==> src/rtl/kbd_arb_pkg.sv <==
// Shared types, ASCII constants and the injected-character filter for kbd_source_arbiter.
// Optional build macro KBD_UPCASE_EN: map 'a'..'z' to 'A'..'Z' before presentation.
package kbd_arb_pkg;

    typedef enum logic [3:0] {
        IDLE,
        LOAD,
        START,
        FETCH,
        FETCH_WAIT,
        PRESENT,
        GAP,
        SKIP,
        NEXT
    } arb_state_t;

    localparam logic [6:0] CR  = 7'h0D;
    localparam logic [6:0] LF  = 7'h0A;
    localparam logic [6:0] ESC = 7'h1B;
    localparam logic [6:0] DEL = 7'h7F;

    // Filter verdict: emit=0 means the byte is skipped.
    typedef struct packed {
        logic       emit;
        logic [6:0] ch;
    } filt_t;

    // Lower-to-upper case folding when the monitor only understands uppercase.
    function automatic logic [6:0] opt_upcase(input logic [6:0] c);
        logic [6:0] r;
        r = c;
`ifdef KBD_UPCASE_EN
        if (c >= 7'h61 && c <= 7'h7A) r = c - 7'h20;
`endif
        return r;
    endfunction

    // Bit7 is dropped; CR and LF both become CR, except LF straight after CR (CRLF -> one CR).
    function automatic filt_t char_filter(input logic [7:0] raw, input logic prev_cr);
        logic [7:0] b;
        filt_t      f;
        b      = raw & 8'h7F;
        f.emit = 1'b1;
        f.ch   = opt_upcase(b[6:0]);
        if (b == {1'b0, CR}) begin
            f.ch = CR;
        end else if (b == {1'b0, LF}) begin
            f.ch   = CR;
            f.emit = !prev_cr;
        end else if (b < 8'h20 || b == {1'b0, DEL}) begin
            f.emit = 1'b0;
        end
        return f;
    endfunction

endpackage

==> src/rtl/kbd_source_arbiter_pace_timer.sv <==
// Loadable down-counter that paces injected characters; stops at zero.
module kbd_pace_timer #(
    parameter int unsigned W = 8
) (
    input  logic         clk25_i,
    input  logic         rst_n_i,
    input  logic         load_i,
    input  logic [W-1:0] load_val_i,
    output logic [W-1:0] value_o,
    output logic         zero_o
);

    logic [W-1:0] cnt_q;
    logic         zero_q;

    // Load has priority; otherwise count down once per cycle until zero.
    always_ff @(posedge clk25_i) begin
        if (!rst_n_i) begin
            cnt_q  <= '0;
            zero_q <= 1'b1;
        end else if (load_i) begin
            cnt_q  <= load_val_i;
            zero_q <= (load_val_i == '0);
        end else if (!zero_q) begin
            cnt_q  <= cnt_q - W'(1);
            zero_q <= (cnt_q == W'(1));
        end
    end

    assign value_o = cnt_q;
    assign zero_o  = zero_q;

endmodule

==> src/rtl/kbd_source_arbiter.sv <==
// Shares the Apple-I KBD/KBDCR register between the PS/2 keyboard and the
// "Load Ascii" text injector, pacing injected characters on CPU read acks.
// Optional build macro KBD_UPCASE_EN (see kbd_arb_pkg::opt_upcase).
module kbd_source_arbiter
    import kbd_arb_pkg::*;
#(
    parameter int unsigned GAP_CYCLES    = 25000,
    parameter int unsigned CR_GAP_CYCLES = 2500000,
    parameter int unsigned START_DELAY   = 250000,
    parameter int unsigned ADDR_W        = 13
) (
    input  logic              clk25_i,
    input  logic              rst_n_i,
    input  logic              dl_active_i,
    input  logic              dl_wr_i,
    input  logic [ADDR_W-1:0] dl_addr_i,
    output logic [ADDR_W-1:0] txt_addr_o,
    input  logic [7:0]        txt_data_i,
    input  logic              ps2_valid_i,
    input  logic [6:0]        ps2_ascii_i,
    input  logic              kbd_ack_i,
    output logic [6:0]        kbd_data_o,
    output logic              kbd_strobe_o,
    output logic              inject_busy_o
);

    localparam int unsigned LEN_W   = ADDR_W + 1;
    localparam int unsigned TMR_MX1 = (CR_GAP_CYCLES > START_DELAY) ? CR_GAP_CYCLES : START_DELAY;
    localparam int unsigned TMR_MAX = (TMR_MX1 > GAP_CYCLES) ? TMR_MX1 : GAP_CYCLES;
    localparam int unsigned TMR_W   = $clog2(TMR_MAX + 1);

    arb_state_t        state_q;
    logic              dl_active_q;
    logic [LEN_W-1:0]  len_q;
    logic [ADDR_W-1:0] txt_addr_q;
    logic [6:0]        kbd_data_q;
    logic              strobe_q;
    logic              busy_q;
    logic [6:0]        held_q;
    logic              held_vld_q;
    logic [6:0]        pend_ch_q;
    logic              shown_q;
    logic              abort_q;
    logic              prev_cr_q;

    logic              dl_rise_c;
    logic              ack_c;
    logic              esc_c;
    logic [6:0]        key_c;
    filt_t             filt_c;
    logic [LEN_W-1:0]  addr_inc_c;
    logic              start_go_c;
    logic              gap_go_c;
    logic              tmr_load_c;
    logic [TMR_W-1:0]  tmr_val_c;
    logic [TMR_W-1:0]  tmr_value;
    logic              tmr_zero;

    // Decodes shared by the FSM and the pacing timer load.
    always_comb begin
        dl_rise_c  = dl_active_i && !dl_active_q;
        ack_c      = kbd_ack_i && strobe_q;
        esc_c      = ps2_valid_i && (ps2_ascii_i == ESC);
        key_c      = opt_upcase(ps2_ascii_i);
        filt_c     = char_filter(txt_data_i, prev_cr_q);
        addr_inc_c = LEN_W'(txt_addr_q) + LEN_W'(1);
        start_go_c = (state_q == LOAD) && !dl_active_i && (len_q != '0);
        gap_go_c   = (state_q == PRESENT) && shown_q && ack_c && !abort_q && !esc_c && !dl_rise_c;
        tmr_load_c = start_go_c || gap_go_c;
        if (start_go_c)
            tmr_val_c = TMR_W'(START_DELAY);
        else if (pend_ch_q == CR)
            tmr_val_c = TMR_W'(CR_GAP_CYCLES);
        else
            tmr_val_c = TMR_W'(GAP_CYCLES);
    end

    kbd_pace_timer #(.W(TMR_W)) u_timer (
        .clk25_i    (clk25_i),
        .rst_n_i    (rst_n_i),
        .load_i     (tmr_load_c),
        .load_val_i (tmr_val_c),
        .value_o    (tmr_value),
        .zero_o     (tmr_zero)
    );

    // Download edge detect and file length capture (length is last address + 1).
    always_ff @(posedge clk25_i) begin
        if (!rst_n_i) begin
            dl_active_q <= 1'b0;
            len_q       <= '0;
        end else begin
            dl_active_q <= dl_active_i;
            if (dl_active_i && dl_wr_i)
                len_q <= LEN_W'(dl_addr_i) + LEN_W'(1);
            else if (dl_rise_c)
                len_q <= '0;
        end
    end

    // Arbitration FSM: PS/2 path in IDLE, paced buffer replay otherwise.
    always_ff @(posedge clk25_i) begin
        if (!rst_n_i) begin
            state_q    <= IDLE;
            txt_addr_q <= '0;
            kbd_data_q <= '0;
            strobe_q   <= 1'b0;
            busy_q     <= 1'b0;
            held_q     <= '0;
            held_vld_q <= 1'b0;
            pend_ch_q  <= '0;
            shown_q    <= 1'b0;
            abort_q    <= 1'b0;
            prev_cr_q  <= 1'b0;
        end else begin
            if (ack_c) strobe_q <= 1'b0;

            if (dl_rise_c) begin
                state_q    <= LOAD;
                busy_q     <= 1'b1;
                abort_q    <= 1'b0;
                held_vld_q <= 1'b0;
            end else begin
                case (state_q)
                    IDLE: begin
                        if (ack_c) begin
                            if (ps2_valid_i) begin
                                kbd_data_q <= key_c;
                                strobe_q   <= 1'b1;
                                held_vld_q <= 1'b0;
                            end
                        end else if (!strobe_q) begin
                            if (held_vld_q) begin
                                kbd_data_q <= held_q;
                                strobe_q   <= 1'b1;
                                held_vld_q <= ps2_valid_i;
                                if (ps2_valid_i) held_q <= key_c;
                            end else if (ps2_valid_i) begin
                                kbd_data_q <= key_c;
                                strobe_q   <= 1'b1;
                            end
                        end else if (ps2_valid_i) begin
                            held_q     <= key_c;
                            held_vld_q <= 1'b1;
                        end
                    end
                    LOAD: begin
                        if (!dl_active_i) begin
                            if (len_q == '0) begin
                                state_q <= IDLE;
                                busy_q  <= 1'b0;
                            end else begin
                                state_q    <= START;
                                txt_addr_q <= '0;
                                prev_cr_q  <= 1'b0;
                            end
                        end
                    end
                    START: begin
                        if (esc_c) begin
                            state_q <= IDLE;
                            busy_q  <= 1'b0;
                        end else if (tmr_zero) begin
                            state_q <= FETCH;
                        end
                    end
                    FETCH: begin
                        if (esc_c) begin
                            state_q <= IDLE;
                            busy_q  <= 1'b0;
                        end else begin
                            state_q <= FETCH_WAIT;
                        end
                    end
                    FETCH_WAIT: begin
                        if (esc_c) begin
                            state_q <= IDLE;
                            busy_q  <= 1'b0;
                        end else begin
                            prev_cr_q <= ((txt_data_i & 8'h7F) == {1'b0, CR});
                            pend_ch_q <= filt_c.ch;
                            shown_q   <= 1'b0;
                            state_q   <= filt_c.emit ? PRESENT : SKIP;
                        end
                    end
                    PRESENT: begin
                        // A stale unacked key may still own the strobe; wait it out first.
                        if (!shown_q) begin
                            if (esc_c) begin
                                state_q <= IDLE;
                                busy_q  <= 1'b0;
                            end else if (!strobe_q) begin
                                kbd_data_q <= pend_ch_q;
                                strobe_q   <= 1'b1;
                                shown_q    <= 1'b1;
                            end
                        end else begin
                            if (esc_c) abort_q <= 1'b1;
                            if (ack_c) begin
                                if (abort_q || esc_c) begin
                                    state_q <= IDLE;
                                    busy_q  <= 1'b0;
                                end else begin
                                    state_q <= GAP;
                                end
                            end
                        end
                    end
                    GAP: begin
                        if (esc_c) begin
                            state_q <= IDLE;
                            busy_q  <= 1'b0;
                        end else if (tmr_value == '0) begin
                            state_q <= NEXT;
                        end
                    end
                    SKIP: begin
                        if (esc_c) begin
                            state_q <= IDLE;
                            busy_q  <= 1'b0;
                        end else begin
                            state_q <= NEXT;
                        end
                    end
                    NEXT: begin
                        if (esc_c) begin
                            state_q <= IDLE;
                            busy_q  <= 1'b0;
                        end else begin
                            txt_addr_q <= addr_inc_c[ADDR_W-1:0];
                            if (addr_inc_c == len_q) begin
                                state_q <= IDLE;
                                busy_q  <= 1'b0;
                            end else begin
                                state_q <= FETCH;
                            end
                        end
                    end
                    default: begin
                        state_q <= IDLE;
                        busy_q  <= 1'b0;
                    end
                endcase
            end
        end
    end

    assign txt_addr_o    = txt_addr_q;
    assign kbd_data_o    = kbd_data_q;
    assign kbd_strobe_o  = strobe_q;
    assign inject_busy_o = busy_q;

endmodule

==> config.mk <==
export PLATFORM = sky130hd
export DESIGN_NAME = kbd_source_arbiter
export DESIGN_NICKNAME = d
export VERILOG_FILES = /design/src/rtl/kbd_arb_pkg.sv /design/src/rtl/kbd_source_arbiter_pace_timer.sv /design/src/rtl/kbd_source_arbiter.sv
export SDC_FILE = /design/constraint.sdc
export NUM_CORES = 1
export LEC_CHECK = 0
export BUFFER_PORTS_ARGS = -buffer_cell sky130_fd_sc_hd__buf_2
export CORE_ASPECT_RATIO = 1.1
export CORE_UTILIZATION = 53
export DETAILED_ROUTE_END_ITERATION = 7
export PLACE_DENSITY = 0.76
export SLEW_MARGIN = 20
export SYNTH_ARGS = -nofsm -noshare
export SYNTH_HDL_FRONTEND = slang
export SYNTH_SLANG_ARGS = --single-unit
==> constraint.sdc <==
create_clock -name clk25_i -period 2.4 [get_ports clk25_i]
set_input_delay 0.36 -clock clk25_i [delete_from_list [all_inputs] [get_ports clk25_i]]
set_output_delay 0.36 -clock clk25_i [all_outputs]
set_load 0.01 [all_outputs]
==> results of run 1 <==
## metrics by stage
stage / utilization / setup TNS, ps / hold WS, ps / setup slack [ps] / power (mW)
after floorplan: - / 0 / 472 / 51.1 / 1.95
after global placement: 0.628 / 0 / 498 / 35.0 / 2.13
after detailed placement: 0.628 / -53.2 / 504 / -28.3 / 2.15
after CTS: 0.653 / 0 / 283 / 14.9 / 3.25
after global routing: 0.668 / -334 / 299 / -139 / 3.41
final: 0.668 / -173 / 286 / -87.5 / 3.27
## final cells by class
cell class | count | area [sq um]
clock buffer | 10 | 138
sequential | 82 | 1650
timing repair buffer | 112 | 706
tap | 114 | 143
fill | 739 | 2960
clock inverter | 5 | 78.8
inverter | 8 | 30.0
multi-input combinational | 501 | 3210
## worst max-delay path, cell delays in order (launching register included)
cell and delay (ps):
dfxtp_1 350, buf_4 170, nand4_1 270, nor3_2 340, xnor2_1 130, or3_1 380
o31a_1 370, a211oi_2 250, a31oi_1 110
## cell usage in the layout, fill, tap and decap left out, drive strengths merged, types with 3 or more instances in the layout
| master | count |
|---|---|
| o21ai | 34 |
| clkbuf | 10 |
| mux2i | 28 |
| or3 | 8 |
| o31ai | 11 |
| dfxtp | 82 |
| clkinv | 3 |
| nand2 | 58 |
| nand4b | 4 |
| a31oi | 7 |
| and2 | 19 |
| or4 | 3 |
| o22ai | 6 |
| nor3b | 4 |
| nor2b | 43 |
| nor4 | 18 |
| inv | 8 |
| ha | 4 |
| buf | 112 |
| nand3 | 18 |
| a21boi | 6 |
| and3 | 6 |
| or2 | 3 |
| nor2 | 65 |
| a22oi | 13 |
| nor3 | 13 |
| xnor2 | 24 |
| a21oi | 47 |
| xor2 | 17 |
| nand4 | 5 |
| nand2b | 8 |
## flip-flops by register name, indices dropped and copies added, names as in the netlist, 4 cells and up
signal           count
held_q               7
kbd_data_o           7
len_q               14
pend_ch_q            7
state_q              4
txt_addr_o          13
u_timer.value_o     22
## what timing repair did
| action | in CTS | in global routing |
|---|---|---|
| resized for setup | 0 | 27 |
| setup buffers | 0 | 5 |
| pin swaps | 1 | 8 |
| endpoints found under the setup margin | 2 | 20 |
## power groups by stage
stage	clock network, mW	logic [mW]	registers [mW]
3_3_place_gp	0	0.625	1.51
2_1_floorplan	0	0.445	1.50
5_1_grt	1.19	0.736	1.49
4_1_cts	1.12	0.648	1.48
3_5_place_dp	0	0.643	1.51
6_report	1.11	0.672	1.48
## per-layer routing
layer	up-vias	routed length, um	GRT usage
met5	-	0	0
met4	0	406	0.127
met3	37	790	0.0583
met2	180	6530	0.474
met1	2361	5610	0.325
li1	2404	-	-
## logic make-up after synthesis
kind of cell / count (synthesis) / synth area share
simple gates: 285 / 0.313
buf+inv: 40 / 0.0321
compound gates: 143 / 0.181
fa+ha+maj: 4 / 0.0102
flops: 82 / 0.334
mux: 28 / 0.0571
xor+xnor: 41 / 0.0731
## worst paths after layout
kind	cells past startpoint	slack (ps)	end
setup / recovery	8	-90	state_q[1]$_SDFFE_PP0P_
hold / removal	3	290	held_q[0]$_SDFFE_PN0P_
setup reg to reg	8	-90	state_q[1]$_SDFFE_PP0P_
hold reg to reg	2	520	u_timer.value_o[21]$_SDFFE_PN0P_
==> results.md, run 1 <==
- After routing the design area is 5960 sq um.
- Summing over every cut layer, the via total after detailed routing is 4982.
- The checks that failed: negative setup slack.
- The worst setup path is launched from a register.
- For the worst setup path, the data arrival time is 2730 ps.
- Of the total power, the share spent switching nets is 0.284.
- The clock passes through at most 2 buffers.
- The register clock-pin slew on the reported worst setup and hold paths is 80 ps.
- The clock tree from TritonCTS is yes.
- In this run the count of I/O pins placed on the die edge is 56.
- The starting DRC count in detailed routing is 287.
- The setup violation total in the final timing report is 2.
- After synthesis, the mean cell area works out to 7.88 sq um.
- Setup repair after global routing could not meet its margin everywhere.
- The CTS sink count is 82.
- The share of layout cells above drive strength 1 is 0.233.
- The pin count of the biggest net entering global routing is 44.
- The total clock buffers created by CTS is 9.
- After detailed placement, the total cell area comes to 5600 sq um.
- The total of max-cap violations is 0.
- The number of global-route vias before repair is 4622.
- The kind of critical path is reg -> reg.
- The final weighted congestion in routability-driven placement is 0.960.
- The detailed-route wire length is 13300 um.
- For this run, design rule violations remaining after detail routing come to 0.
- The final antenna-violating net count is 0.
- Buffers placed on the I/O ports in this run total 54.
- In this run the tightest slew margin relative to its limit is 0.550.
- The post-synthesis net count is 661.
- The share of total power dissipated in combinational logic is 0.206.
- The signed area change from the synthesized netlist to the final layout is 21.4%.
- The min-delay analysis places its worst path in the category in -> reg.
- The share of the clock period used by the worst path after layout is 1.04.
- The pre-antenna-repair detailed-routing pass consisted of 5 iterations.
- The cell at the root of the clock tree is clkbuf_8.
- The number of max-slew violations in the final report is 0.
- The peak clock frequency supported by timing is 402 MHz.
- After detailed placement, the design holds a cell count of 812.
- The number of diodes added for antenna fixing is 0.
- Yosys attributes the largest share of cell area to dfxtp_1, mux2i_1, nor2b_1.
- For this run, the total global-route usage over all layers was measured as 0.274.
- After detailed routing, the average wire length per cell comes to 16.0 um.
- The total count of hold-check failures in the final report is 0.
- The die area is 9660 sq um.
- The biggest area contributor in the post-synthesis netlist is dfxtp_1.
- Measured along the y axis, the die boundary spans 103 um.
- In this run the critical register-to-register path is launched from txt_addr_o[2]$_SDFFE_PN0P_.
- Subtracting the final worst setup slack from the clock period gives 2490 ps.
- The share of total power dissipated in the clock network is 0.340.
- After synthesis, the share of flip-flops with an asynchronous set or reset is 0.
- Yosys printed 0 warnings.
- The total of hold buffers inserted after clock tree synthesis is 0.
- The sum of net half-perimeters after detailed placement is 9350 um.
- Sorting the synthesized cells by how often they occur yields dfxtp_1, nor2_1, nand2_1, a21oi_1, nor2b_1.
- The share of Yosys cell area claimed by the top area cell type is 0.334.
- Internal power comes to 2.34 mW.
- The static power due to leakage is 2.40 nW.
- The non-filler instance count after layout is 832.
- The initial cell density of the core is 0.551.
- The global route total overflow is 0.
- The number of different library cells used by synthesis comes to 61.
- The flow ran to the end, but the final reports show violations.
- The source-to-sink clock delay at the later pin of the worst-skew pair is 360 ps.
- For the pin with the worst max-slew slack, the measured transition is 669 ps.
- The die boundary width is 93.8 um.
- The worst vdd rail ir drop is 384 uV.
- The power density relative to cell area is 548 nW/um^2.
- In this run the power spent charging and discharging nets is 0.928 mW.
- The power share of the sequential group is 0.454.
- The most instantiated flip-flop cell in the synthesis netlist is dfxtp_1.
- The worst setup path startpoint is txt_addr_o[2]$_SDFFE_PN0P_.
- In this run the standard cell core region covers 8920 sq um.
- After layout, the worst setup slack is -87.5 ps.
- Using the TritonRoute via totals, the vias-per-cell ratio works out to 5.99.
- For the final database, setup skew stands at 6.88 ps.
- The initial antenna violation count is 0.
- The global-route wire length before repair is 21000 um.
- STA classifies the critical path endpoint as a register.
- At the worst endpoint, the required time is 2640 ps.
- Of the synthesized area, sequential elements account for 0.334.
- The H-tree was split into 3 levels.
- Yosys mapped a number of flops with a built-in enable equal to 0.
- The final layout contains 752 nets.
- The worst hold path begins at ps2_ascii_i[0].
- In this run, synthesis produced a sequential element count of 82.
- The floorplan has 36 rows.
- Among all cell types in the netlist, the one instantiated most often is dfxtp_1.
- The synthesized area is 4910 sq um.
- The count of mapped cells out of synthesis is 623.
- The critical-path maximum fanout is 9.
No activity file was read; power rests on OpenSTA's default activity.
==> run 2, diff against run 1 <==
- ABC_AREA: default -> 1
- CORE_UTILIZATION: 53 -> 33
- PLACE_DENSITY: 0.76 -> default
==> run 2 against run 1 <==
  * The flow now finishes without violations
  * Clock skew rose by 3.3 ps
  * Critical path depth rose by 6
  * Non-clock buffer count shrank 44
  * Register-to-register slack better by 410 ps
  * Core utilization fell by 27 points
  * Setup slack better by 410 ps
  * Cell count rose by 24%
  * Synthesized area rose by 2.4%
  * Clock power grew 26%
  * Sequential share of layout area rose by 0.37 points
  * Clock-buffer cell count is the same
  * Combinational power rose by 31%
==> results.md, run 2 <==
- The global-route wire length before repair was 22700 um (+8.1%).
- The worst setup slack for register-to-register paths is 320 ps (+410 ps).
- Counting instances in the post-synthesis netlist gives the leading cell types as nand2_1, nor2_1, inv_1, dfxtp_1, a21oi_1.
- The flip-flop count of the largest register after layout is 22 (unchanged).
- The most common cell after layout, fill and taps aside is nand2_1.
- The class of the tightest hold or removal check is in -> reg.
- The cell row count is 46 (+28%).
- The data required time of the worst path is 2610 ps (-30 ps).
- The die boundary height is 132 um (+28%).
- The iteration count of the initial detailed-routing pass is 4 (-1).
- The count of synthesis-stage warnings from yosys is 0 (unchanged).
- The kind of critical path is reg -> reg.
- The share of layout cells above drive strength 1 is 0.149 (-0.0831).
- In this run the critical register-to-register path is launched from txt_addr_o[1]$_SDFFE_PN0P_.
- The actual slew at the worst max-slew pin is 570 ps (-99.3 ps).
- The maximum single-stage delay on the critical path is 390 ps (about the same).
- The total clock buffers created by CTS was 9 (unchanged).
- The signed area change from the synthesized netlist to the final layout is 16.2%.
- The xor-xnor portion of the synthesized cell area came to 0.0174 (-0.0557).
- The footprint of the flip-flops and latches is 1640 sq um (-0.61%).
- The tree is rooted in a clkbuf_16.
- The core footprint is 14700 sq um (+65%).
- The post-CTS setup buffer count is 0 (unchanged).
- The distinct cell type count after synthesis is 45 (-26%).
- The total number of H-tree levels is 3 (unchanged).
- The count of port buffers added during placement is 54 (unchanged).
- The via count normalized by instance count came to 4.98 (-17%).
- In this run the most critical hold path is launched from txt_data_i[3].
- The number of nets in the layout is 876 (+16%).
- The relative max-transition margin is 0.619 (+0.0685).
- Traced cell by cell, the critical path runs through ha_1, nand3_1, nor2_1, nand2_1, nand3_1, nand2_1, nor2_1, nand3_1, nor2_1, nand2_1, nand2_1, nand3_1, nand2_1, a21oi_1.
- The final weighted congestion in routability-driven placement was 0.859 (-11%).
- The total of max-cap violations is 0 (unchanged).
- The peak clock frequency supported by timing is 481 MHz (+20%).
- The number of diodes added for antenna fixing came to 0 (unchanged).
- The share of Yosys cell area claimed by the top area cell type is 0.326 (-0.00798).
- The clock skew after layout is 10.2 ps (+3.32 ps).
- The total count of hold-check failures in the final report came to 0 (unchanged).
- The number of design rule violations left after detail routing came to 0 (unchanged).
- The vias after detailed routing was 5150 (+3.4%).
- The number of cells on the worst reg-to-reg path is 14 (+6).
- The synthesized area is 5030 sq um (+2.4%).
- The CTS sink count is 82 (unchanged).
- The clock tree buffer depth came to 2 (unchanged).
- The post-synthesis net count is 819 (+24%).
- The number of global-route vias before repair is 4737 (+2.5%).
- The share of the clock period used by the worst path after layout was 0.866 (-0.170).
- The flow ran to the end, and the final reports show no timing, DRC or antenna violations.
- The worst vdd rail ir drop was 393 uV (+2.5%).
- The proportion of synthesized flip-flops having asynchronous set or reset is 0 (unchanged).
- The adder and majority cell fraction of the synthesized area came to 0.00995 (-0.000243).
- The slowest stage of the critical path is the dfxtp_1 cell.
- The die area is 15700 sq um (+63%).
- Yosys attributes the largest share of cell area to dfxtp_1, nand2_1, nor2_1.
- The total negative slack for setup checks is 0 ps (+173 ps).
- nand2_1 is the most common cell in the netlist.
- The compound-gate portion of the synthesized area was 0.198 (+0.0173).
- The count of mapped cells out of synthesis is 781 (+25%).
- STA classifies the critical path endpoint as a register.
- In the synthesized netlist the dominant register cell turns out to be dfxtp_1.
- The initial cell density of the core is 0.343 (-0.208).
- The number of max-slew violations in the final report came to 0 (unchanged).
- The clock tree from TritonCTS is yes.
- Leaving out fill and tap cells, the most frequent cells in the layout are nand2_1, nor2_1, inv_1.
- The hold path endpoint is pend_ch_q[3]$_SDFFE_PN0P_.
- The boundary pin count is 56 (unchanged).
- After synthesis, the largest family of logic cells by area is simple AND/OR/NAND/NOR gates.
- The pin count of the biggest net entering global routing was 37 (-16%).
- The cell depth of the worst hold path was 3 (unchanged).
- The signal arrival time at the worst endpoint is 2290 ps (-440 ps).
- The layout filler cell count is 1624 (+120%).
- The post-synthesis sequential area ratio is 0.326 (-0.00798).
- The time the worst path needs with I/O delays and setup came to 2080 ps (-408 ps).
- The overall fraction of global-route tracks in use is 0.177 (-0.0974).
- The register clock-pin slew on the reported worst setup and hold paths came to 60 ps (-20 ps).
- The sum of net half-perimeters after detailed placement is 10100 um (+7.9%).
- The setup violation total in the final timing report is 0 (-2).
- The initial antenna violation count is 0 (unchanged).
- The multiplexer share of the synthesized area was 0 (-0.0571).
- Setup repair after global routing left no endpoint under its margin.
- The critical path's most frequent cell is nand2_1.
- The synthesis-stage register bit count is 82 (unchanged).
- The synthesized-area fraction occupied by and/or/nand/nor cells is 0.351 (+0.0380).
- The per-instance average area after synthesis is 6.44 sq um (-18%).
- The final antenna-violating net count is 0 (unchanged).
- The critical-path maximum fanout is 5 (-4).
- The worst flop-to-flop path endpoint is state_q[0]$_SDFFE_PN0P_.
- The detailed-route wire length came to 13400 um (+0.35%).
- The static power due to leakage is 2.46 nW (+2.5%).
- The source-to-sink clock delay at the later pin of the worst-skew pair is 340 ps (-20 ps).
- The power density relative to cell area is 653 nW/um^2 (+19%).
- The combined area of the multi-input logic cells is 2900 sq um (-9.7%).
- The global route total overflow is 0 (unchanged).
- The nature of the critical path startpoint is a register.
- The die boundary width came to 120 um (+28%).
- The wire length per cell after detailed routing is 12.9 um (-19%).
- The starting DRC count in detailed routing is 245 (-15%).
- The count of flip-flops with a built-in enable after synthesis is 0 (unchanged).
- The total design power is 3.82 mW (+17%).
- The synthesized design spends more area on one cell type than any other, namely dfxtp_1.
run 2: report_power, final:
group	switching, mW	internal (mW)
registers	0.0900	1.45
clock network	0.567	0.836
logic	0.554	0.326
total	1.21	2.61
run 2: kinds of logic after synthesis:
kind of cell / count (synthesis)
AND/OR/NAND/NOR: 387
AO/OA/AOI/OAI: 177
buffers and inverters: 121
flip-flops: 82
XOR/XNOR: 10
adder cells (fa/ha/maj): 4
run 2: timing repair:
| item | 4_1_cts | 5_1_grt |
|---|---|---|
| hold buffers | 0 | 0 |
| endpoints found under the setup margin | 0 | 3 |
| resized for setup | 0 | 1 |
run 2: routing by layer:
metal | share of wire | track usage | vias to the layer above
met5 | 0 | 0 | -
met2 | 0.45 | 0.285 | 100
met4 | 0.016 | 0.0556 | 0
met3 | 0.039 | 0.0299 | 15
met1 | 0.49 | 0.237 | 2317
li1 | - | - | 2718
run 2: final cells by class:
class,instances,share of cell area
inverter,99,0.0636
clock buffer,10,0.0409
tap,192,0.0411
multi-input combinational,578,0.496
clock inverter,6,0.0111
timing repair buffer,68,0.0664
sequential,82,0.281
run 2: through the flow:
stage                     worst slack [ps]  instances  instance area, sq um  hold WS, ps  utilization
after floorplan                        565        781                  5030          425            -
after global placement                 336       1019                  5540          442        0.377
after detailed placement               310       1019                  5540          444        0.377
after CTS                              286       1035                  5840          269        0.398
after global routing                  50.9       1035                  5850          304        0.398
final                                  321       1035                  5850          278        0.398
run 2: critical path, delay by kind of cell, from the launching register on:
family          cells  cell delay, ps
flops               1             390
compound gates      1              60
simple gates       12            1290
fa+ha+maj           1             220
run 2: how the worst max path moves through the flow:
stage                                     startpoint  slack (ps)                    endpoint  cells past startpoint
after floorplan           txt_addr_o[1]$_SDFFE_PN0P_         560  inject_busy_o$_SDFFE_PN0P_                     13
final                     txt_addr_o[1]$_SDFFE_PN0P_         320     state_q[0]$_SDFFE_PN0P_                     14
after global routing      txt_addr_o[1]$_SDFFE_PN0P_          50     state_q[0]$_SDFFE_PN0P_                     14
after detailed placement  txt_addr_o[1]$_SDFFE_PN0P_         310  inject_busy_o$_SDFFE_PN0P_                     14
after global placement    txt_addr_o[1]$_SDFFE_PN0P_         340     state_q[0]$_SDFFE_PN0P_                     14
after CTS                 txt_addr_o[1]$_SDFFE_PN0P_         290     state_q[0]$_SDFFE_PN0P_                     13
==> run 3, diff against run 2 <==
- BUFFER_PORTS_ARGS: -buffer_cell sky130_fd_sc_hd__buf_2 -> -buffer_cell sky130_fd_sc_hd__clkbuf_2
- clock period: 2.4 -> 2.6 ns (I/O delays scaled with it)
==> run 3 against run 2 <==
  * Fmax fell by 3.8%
  * Non-clock buffer count fell by 5
  * First-iteration DRC count fell by 16%
  * Total power fell by 9.7%
  * Die area did not move
  * Sequential cell count did not move
  * Register-to-register slack improved by 120 ps
==> results.md, run 3 (synthesis results as in run 2) <==
- The clock tree from TritonCTS is yes.
- The static power due to leakage is 2.42 nW (-1.7%).
- The setup violation total in the final timing report is 0 (unchanged).
- The critical path endpoint category is a register.
- The pin count of the biggest net entering global routing came to 36 (-2.7%).
- The total clock buffers created by CTS is 9 (unchanged).
- The global-route wire length before repair is 22300 um (-2.0%).
- The flip-flop count of the largest register after layout was 22 (unchanged).
- The share of the clock period used by the worst path after layout is 0.831 (-0.0349).
- The relative contribution of combinational cells to total power is 0.230 (about the same).
- The count of port buffers added during placement is 54 (unchanged).
- The share of layout cells above drive strength 1 is 0.143 (-0.00627).
- The time the worst path needs with I/O delays and setup is 2160 ps (+82.5 ps).
- The data required time of the worst path is 2800 ps (+190 ps).
- The maximum single-stage delay on the critical path was 410 ps (+20 ps).
- The final weighted congestion in routability-driven placement is 0.836 (-2.6%).
- The layout filler cell count was 1617 (-0.43%).
- The core footprint was 14700 sq um (unchanged).
- The via count normalized by instance count was 4.93 (-0.82%).
- The iteration count of the initial detailed-routing pass is 4 (unchanged).
- The top cell types in the final layout, fill and taps aside, are nand2_1, nor2_1, inv_1.
- The number of design rule violations left after detail routing is 0 (unchanged).
- The total negative slack for setup checks came to 0 ps (unchanged).
- The relative max-transition margin is 0.581 (-0.0375).
- The clock tree buffer depth is 2 (unchanged).
- The source-to-sink clock delay at the later pin of the worst-skew pair is 340 ps (about the same).
- The non-filler instance count after layout was 1030 (-0.48%).
- The number of instances resized during post-cts repair is 0 (unchanged).
- The cell at the root of the clock tree is clkbuf_16.
- The kind of critical path is reg -> reg.
- The total of hold buffers inserted after clock tree synthesis is 0 (unchanged).
- The wire length per cell after detailed routing came to 12.7 um (-1.6%).
- The post-CTS setup buffer count was 0 (unchanged).
- The detailed-route wire length is 13100 um (-2.1%).
- The cell row count is 46 (unchanged).
- The die boundary height was 132 um (unchanged).
- The clock skew after layout came to 10.6 ps (+0.361 ps).
- The power density relative to cell area is 597 nW/um^2 (-8.6%).
- The slowest cell on the critical path is dfxtp_1.
- The register clock-pin slew on the reported worst setup and hold paths is 70 ps (about the same).
- The peak clock frequency supported by timing was 463 MHz (-3.8%).
- The signal arrival time at the worst endpoint is 2370 ps (+80 ps).
- The number of placed cells counting well taps is 1014 (-0.49%).
- Setup repair after global routing left no endpoint under its margin.
- The overall fraction of global-route tracks in use is 0.172 (-0.00440).
- The signal on the critical path passes through ha_1, nand2_1, nor2_1, nand2_1, nand3_1, nand2_1, nor2_1, nand3_1, nor2_1, nand2_1, nand2_1, nand3_1, nand2_1, a21oi_1.
- The cell-internal power came to 2.33 mW (-11%).
- The total of max-cap violations is 0 (unchanged).
- The number of diodes added for antenna fixing came to 0 (unchanged).
- The tightest min-delay check is of the in -> reg type.
- The library cell used most frequently in the layout, excluding fill and tap cells, is nand2_1.
- The final standard cell utilization of the core is 0.394 (-0.00460).
- The switching power share of the total is 0.324 (+0.00696).
- The boundary pin count was 56 (unchanged).
- The number of nets in the layout was 871 (-0.57%).
- The actual slew at the worst max-slew pin is 623 ps (+52.7 ps).
- The initial cell density of the core came to 0.343 (unchanged).
- The net switching component of the power is 1.12 mW (-7.7%).
- The number of max-slew violations in the final report is 0 (unchanged).
- The run finished with clean final reports.
- The die boundary width came to 120 um (unchanged).
- The signed area change from the synthesized netlist to the final layout is 14.8%.
- The number of global-route vias before repair is 4671 (-1.4%).
- The critical path's most frequent cell is nand2_1.
- The vias after detailed routing was 5083 (-1.3%).
- The power share of the sequential group was 0.412 (+0.009).
- The total number of H-tree levels was 3 (unchanged).
- The critical-path maximum fanout is 5 (unchanged).
- The die area is 15700 sq um (unchanged).
- The final antenna-violating net count is 0 (unchanged).
- The initial antenna violation count is 0 (unchanged).
- The nature of the critical path startpoint is a register.
- The global route total overflow is 0 (unchanged).
- The CTS sink count is 82 (unchanged).
- The part of the total power dissipated in the clock network is 0.358 (-0.009).
- The starting DRC count in detailed routing is 206 (-16%).
- The worst vdd rail ir drop came to 351 uV (-11%).
- The total count of hold-check failures in the final report was 0 (unchanged).
- The sum of net half-perimeters after detailed placement came to 9850 um (-2.3%).
run 3: worst max-delay path, delay by kind of cell, from the launching register on:
kind / cells / cell delay [ps]
AND/OR/NAND/NOR: 12 / 1340
flip-flops: 1 / 410
adder cells (fa/ha/maj): 1 / 230
AO/OA/AOI/OAI: 1 / 60
run 3: final timing paths:
path	from	to	slack, ps	cells past startpoint
max reg2reg	txt_addr_o[0]$_SDFFE_PN0P_	inject_busy_o$_SDFFE_PN0P_	440	14
min reg2reg	prev_cr_q$_SDFFE_PN0P_	prev_cr_q$_SDFFE_PN0P_	450	2
max	txt_addr_o[0]$_SDFFE_PN0P_	inject_busy_o$_SDFFE_PN0P_	440	14
min	ps2_ascii_i[5]	held_q[5]$_SDFFE_PN0P_	320	3
run 3: power groups by stage:
| stage | logic [mW] | clock network, mW | registers (mW) |
|---|---|---|---|
| CTS | 0.797 | 1.26 | 1.42 |
| finish | 0.793 | 1.24 | 1.42 |
| detailed placement | 0.792 | 0 | 1.45 |
| global route | 0.909 | 1.32 | 1.43 |
| floorplan | 0.596 | 0 | 1.44 |
| global placement | 0.793 | 0 | 1.45 |
run 3: layout make-up:
type | count | area [sq um] | share of cell area
Multi-Input combinational cell | 578 | 2900 | 0.502
Sequential cell | 82 | 1640 | 0.284
Inverter | 99 | 372 | 0.0643
Timing Repair Buffer | 63 | 338 | 0.0585
Clock buffer | 11 | 253 | 0.0437
Tap cell | 192 | 240 | 0.0416
Clock inverter | 5 | 36.3 | 0.00628
run 3: metal layers:
layer  vias up  global-route usage  wire [um]  share of wire
met5         -                   0          0              0
met4         0              0.0569        156          0.012
met3        11              0.0243        437          0.033
met2        84               0.274       5980           0.46
met1      2275               0.237       6530           0.50
li1       2713                   -          -              -
run 3: metrics by stage:
stage | instance area [sq um] | hold WS [ps] | setup WS [ps] | power [mW]
2_1_floorplan | 5030 | 425 | 765 | 2.03
3_3_place_gp | 5490 | 441 | 445 | 2.24
3_5_place_dp | 5490 | 442 | 413 | 2.24
4_1_cts | 5780 | 313 | 447 | 3.48
5_1_grt | 5780 | 351 | 82.1 | 3.66
6_report | 5780 | 316 | 438 | 3.45
